### src/rtl/midi_rx.sv
// MIDI receiver: 8N1 UART front end feeding a channel-filtered Note On/Off parser
// that maintains a one-hot-per-key held-note bitmap.
module midi_rx #(
    parameter int CLK_HZ   = 100000000,
    parameter int BAUD     = 31250,
    parameter int NUM_KEYS = 10,
    parameter int BASE_KEY = 60,
    parameter int CHANNEL  = 0
) (
    input  logic                clk,
    input  logic                rst,
    input  logic                rx,
    output logic [NUM_KEYS-1:0] note,
    output logic                key_valid,
    output logic [6:0]          key,
    output logic [6:0]          velocity,
    output logic                key_on,
    output logic                frame_err
);
    localparam int CPB  = CLK_HZ / BAUD;
    localparam int HALF = CPB / 2;
    localparam int CW   = $clog2(CPB + 1);

    typedef enum logic [2:0] {IDLE, START, DATA, STOP, WAIT_HIGH} state_t;

    state_t        state, state_nx;
    logic          rx_m, rx_s;
    logic [CW-1:0] cnt;
    logic [2:0]    bit_idx;
    logic [7:0]    shreg;
    logic          half_done, bit_done;
    logic          byte_ready, ferr, sample;

    // Synchronizer flops idle high so reset never looks like a start bit.
    always_ff @(posedge clk) begin
        if (rst) begin
            rx_m <= 1'b1;
            rx_s <= 1'b1;
        end else begin
            rx_m <= rx;
            rx_s <= rx_m;
        end
    end

    assign half_done = (cnt == CW'(HALF - 1));
    assign bit_done  = (cnt == CW'(CPB - 1));

    always_ff @(posedge clk) begin
        if (rst) state <= IDLE;
        else     state <= state_nx;
    end

    always_comb begin
        state_nx = state;
        case (state)
            IDLE:      if (!rx_s) state_nx = START;
            START:     if (half_done) state_nx = rx_s ? IDLE : DATA;
            DATA:      if (bit_done && bit_idx == 3'd7) state_nx = STOP;
            STOP:      if (bit_done) state_nx = rx_s ? IDLE : WAIT_HIGH;
            WAIT_HIGH: if (rx_s) state_nx = IDLE;
            default:   state_nx = IDLE;
        endcase
    end

    always_comb begin
        byte_ready = (state == STOP) && bit_done && rx_s;
        ferr       = (state == STOP) && bit_done && !rx_s;
        sample     = (state == DATA) && bit_done;
    end

    always_ff @(posedge clk) begin
        if (rst) begin
            cnt     <= '0;
            bit_idx <= '0;
            shreg   <= '0;
        end else begin
            if (state == IDLE || state == WAIT_HIGH || state != state_nx || bit_done)
                cnt <= '0;
            else
                cnt <= cnt + 1'b1;
            if (state == IDLE)
                bit_idx <= '0;
            else if (sample)
                bit_idx <= bit_idx + 1'b1;
            if (sample)
                shreg <= {rx_s, shreg[7:1]};
        end
    end

    // Parser: running status, data index and first data byte of the pending message.
    logic [7:0]          rs;
    logic                idx;
    logic [6:0]          d0;
    logic [7:0]          key8, koff;
    logic                in_range, voice, is_on;
    logic [NUM_KEYS-1:0] mask;

    localparam logic [7:0] BASE8 = 8'(BASE_KEY);
    localparam logic [7:0] END8  = 8'(BASE_KEY + NUM_KEYS);

    always_comb begin
        key8     = {1'b0, d0};
        koff     = key8 - BASE8;
        in_range = (key8 >= BASE8) && (key8 < END8);
        voice    = (rs[7:4] == 4'h8) || (rs[7:4] == 4'h9) || (rs[7:4] == 4'hB);
        is_on    = (rs[7:4] == 4'h9) && (shreg[6:0] != 7'd0);
        mask     = '0;
        for (int i = 0; i < NUM_KEYS; i++)
            mask[i] = (koff == 8'(i));
    end

    always_ff @(posedge clk) begin
        if (rst) begin
            rs        <= '0;
            idx       <= 1'b0;
            d0        <= '0;
            note      <= '0;
            key_valid <= 1'b0;
            key       <= '0;
            velocity  <= '0;
            key_on    <= 1'b0;
            frame_err <= 1'b0;
        end else begin
            key_valid <= 1'b0;
            frame_err <= ferr;
            if (byte_ready) begin
                if (shreg[7]) begin
                    if (shreg[7:3] == 5'b11111) begin
                        // realtime bytes pass through without touching parser state
                    end else if (shreg[7:4] == 4'hF) begin
                        rs <= '0;
                    end else begin
                        rs  <= (shreg[3:0] == 4'(CHANNEL)) ? shreg : 8'h00;
                        idx <= 1'b0;
                    end
                end else if (voice) begin
                    if (!idx) begin
                        d0  <= shreg[6:0];
                        idx <= 1'b1;
                    end else begin
                        idx <= 1'b0;
                        if (rs[7:4] == 4'hB) begin
                            if (d0 == 7'd123) note <= '0;
                        end else begin
                            key_valid <= 1'b1;
                            key       <= d0;
                            velocity  <= shreg[6:0];
                            key_on    <= is_on;
                            if (in_range)
                                note <= is_on ? (note | mask) : (note & ~mask);
                        end
                    end
                end
            end
        end
    end
endmodule
### config.mk
export PLATFORM = sky130hd
export DESIGN_NAME = midi_rx
export DESIGN_NICKNAME = d
export VERILOG_FILES = /design/src/rtl/midi_rx.sv
export SDC_FILE = /design/constraint.sdc
export NUM_CORES = 1
export LEC_CHECK = 0
export ABC_AREA = 1
export CORE_ASPECT_RATIO = 1.4
export CORE_MARGIN = 2
export CORE_UTILIZATION = 45
export CTS_BUF_LIST = sky130_fd_sc_hd__clkbuf_16
export CTS_CLUSTER_SIZE = 16
export DETAILED_ROUTE_END_ITERATION = 7
export PLACE_DENSITY = 0.61
export SYNTH_ARGS = -nofsm -noshare
export SYNTH_HDL_FRONTEND = slang
export SYNTH_SLANG_ARGS = --single-unit
### constraint.sdc
create_clock -name clk -period 4.69 [get_ports clk]
set_input_delay 0.469 -clock clk [delete_from_list [all_inputs] [get_ports clk]]
set_output_delay 0.469 -clock clk [all_outputs]
set_load 0.1 [all_outputs]
==> qor.csv <==
metric,value,unit
status,finished clean,
non-filler instance count after layout,597,
maximum vdd drop,0.237,mV
crit path time final,2.45,ns
Synth Register Bits,67,
RSZ-0062 raised after global routing,false,
Commonest cells post-synth,"nor2_1, nand2_1, dfxtp_1, inv_1, nand3_1",
diodes inserted,0,
hold depth,1,
initial antenna violation count,0,
"count leader, synth",nor2_1,
Synth area leaders,"dfxtp_1, nor2_1, nand2_1",
total power,0.00127,W
vias in the first global route,2803,
Yosys top cell by area,dfxtp_1,
CP startpoint,cnt[0],
R2R depth,11,
post-route ant nets,0,
I/O Pins,30,
"Cell Area, Placed",0.00354,mm^2
Port Buf Inserts,29,
total congestion overflow,0,
sequential element share of the synthesized area,41.9,%
Peak Freq,0.408,GHz
RR Startpoint,cnt[0],
CTS tree,yes,
syn avg cell area,6.77,um^2
first-pass GRT wire length,12200,um
Post-route DRC,0,
GPL Wtd Cong,0.830,
setup_tns,0,ns
Sequential Power Share,45.1,%
Int Pwr,0.000992,W
met1 WL,2870,um
register-to-register path setup slack,2.24,ns
Die ar.,0.00781,mm^2
Worst slew margin,24.1,%
Switch Pwr,0.000275,W
Area Growth Syn to Fin,19.9,%
wire length per cell,11.6,um
sw frac,21.7,%
CP Capture Point,note[7],
dpl cells,581,
worst hold start,rx_m,
YS warnings,0,
HP Class,flop to flop,
Initial DRC Count,113,
largest net degree at the start of global routing,44,
Total Wirelength,6910,um
Die H,104,um
post-synthesis instance area,0.00320,mm^2
Post-synth EDFFs,0,
routed wire length on met2,3740,um
maximum clock path buffer count,2,
top-area cell type share of the netlist area,41.9,%
CP max FO,20,
combinational share of power,1.8,%
via count,2897,
max-cap viol count,0,
fin crit share,52.3,%
final setup violation count,0,
CTS sink count,67,
power share of the clock group,53.0,%
leakage dissipation,1.54,nW
Yosys cell types,27,
prevailing post-synth register cell,dfxtp_1,
worst skew pair latency,0.33,ns
Post-CTS Hold Buffers,0,
Root Driver,clkbuf_16,
number of CTS-inserted buffers,9,
worst setup margin,2.24,ns
HPWL after DPL,4970,um
Initial DRT Pass Iterations,4,
core area,0.00694,mm^2
vias per cell,4.85,
uppermost layer routed,met4,
Die Span X,75.3,um
share of cells above drive strength 1,4.98,%
clock-pin slew on the worst setup and hold paths,0.06,ns
Setup Buffers After CTS,0,
WP data required,4.95,ns
DP Worst Slack,2.18,ns
CP startpoint kind,flop,
starting density of the core,46.1,%
reg2reg end,note[7],
design area,0.00384,mm^2
GRT Overall Usage,19.7,%
Synthesized Nets,479,
crit path DAT,2.71,ns
row cnt,36,
Post-synth ARST share,0,%
Mapped Cells,473,
clock skew,0.00597,ns
met3 WL post-DR,163,um
power per cell area,330,mW/mm^2
final hold violation count,0,
H-tree levels,3,
Least-Margin Pin Slew,1.14,ns
critical path type,flop to flop,
Final Net Count,503,
Slew Limit Fails,0,
PostCTS Resize Cnt,0,
critical path capture point type,flop,
## routing by layer
metal  up-vias  track usage [%]
met2        34             35.6
met3        12             3.79
li1       1557                -
met4         0             7.27
met5         -                0
met1      1294             21.9
## cells in the final DEF (no fill, tap or decap), types with 3 or more instances in the layout
cell type        instances
ha_1                     3
o21ai_1                 11
clkbuf_16                9
nand3_1                 44
a21oi_1                 36
clkdlybuf4s50_1         29
nor2_1                  88
xnor2_1                  3
xor2_1                   8
inv_1                   67
nand2_1                 71
o21ai_0                 34
nor3_1                   6
nand4_1                  6
dfxtp_1                 67
## sequential cells by signal, summed over array words and instances, names as in the netlist
signal	count
frame_err	1
state	3
note	10
rs	4
key_on	1
d0	7
key_valid	1
shreg	8
key	7
rx_m	1
cnt	12
bit_idx	3
idx	1
rx_s	1
velocity	7
## metrics by stage
step,util (%),hold WS (ns)
global route,55.3,0.424
floorplan,-,0.389
global placement,51.0,0.400
CTS,55.3,0.412
finish,55.3,0.408
detailed placement,51.0,0.398
## power groups by stage
stage	registers, W	logic, W	clock network (W)
finish	0.000572	0.0000232	0.000672
global route	0.000572	0.0000272	0.000713
CTS	0.000572	0.0000233	0.000690
detailed placement	0.000584	0.0000233	0
global placement	0.000584	0.0000231	0
floorplan	0.000584	0.0000173	0
## kinds of logic after synthesis
logic type | count (synthesis) | synth area share (%)
xor gates and xnor gates | 11 | 3.01
DFF | 67 | 41.9
AOI/OAI and AO/OA | 83 | 13.2
adders and majority gates | 3 | 1.17
buffers and inverters | 84 | 10.4
and+or+nand+nor | 225 | 30.4
## worst max-delay path, stage by stage, from the launching register on
cell and delay (ns):
dfxtp_1 0.35, ha_1 0.23, nand3_2 0.14, nor2_4 0.16, nand3_4 0.11, nor2_2 0.12, nand2_1 0.08, nor2_1 0.82
nand3_1 0.17, nand2_1 0.11, inv_1 0.04, nor2_1 0.08
## cell type report
| type | count | area, um^2 |
|---|---|---|
| clock buffer | 9 | 225 |
| clock inverter | 7 | 75.1 |
| fill | 741 | 3100 |
| inverter | 67 | 251 |
| multi-input combinational | 322 | 1530 |
| sequential | 67 | 1340 |
| tap | 95 | 119 |
| timing repair buffer | 30 | 298 |
## worst min-delay path by stage
stage / endpoint
finish: rx_s
global route: rx_s
CTS: rx_s
detailed placement: rx_s
global placement: rx_s
floorplan: rx_s
Power figures use the tool's default switching activity.
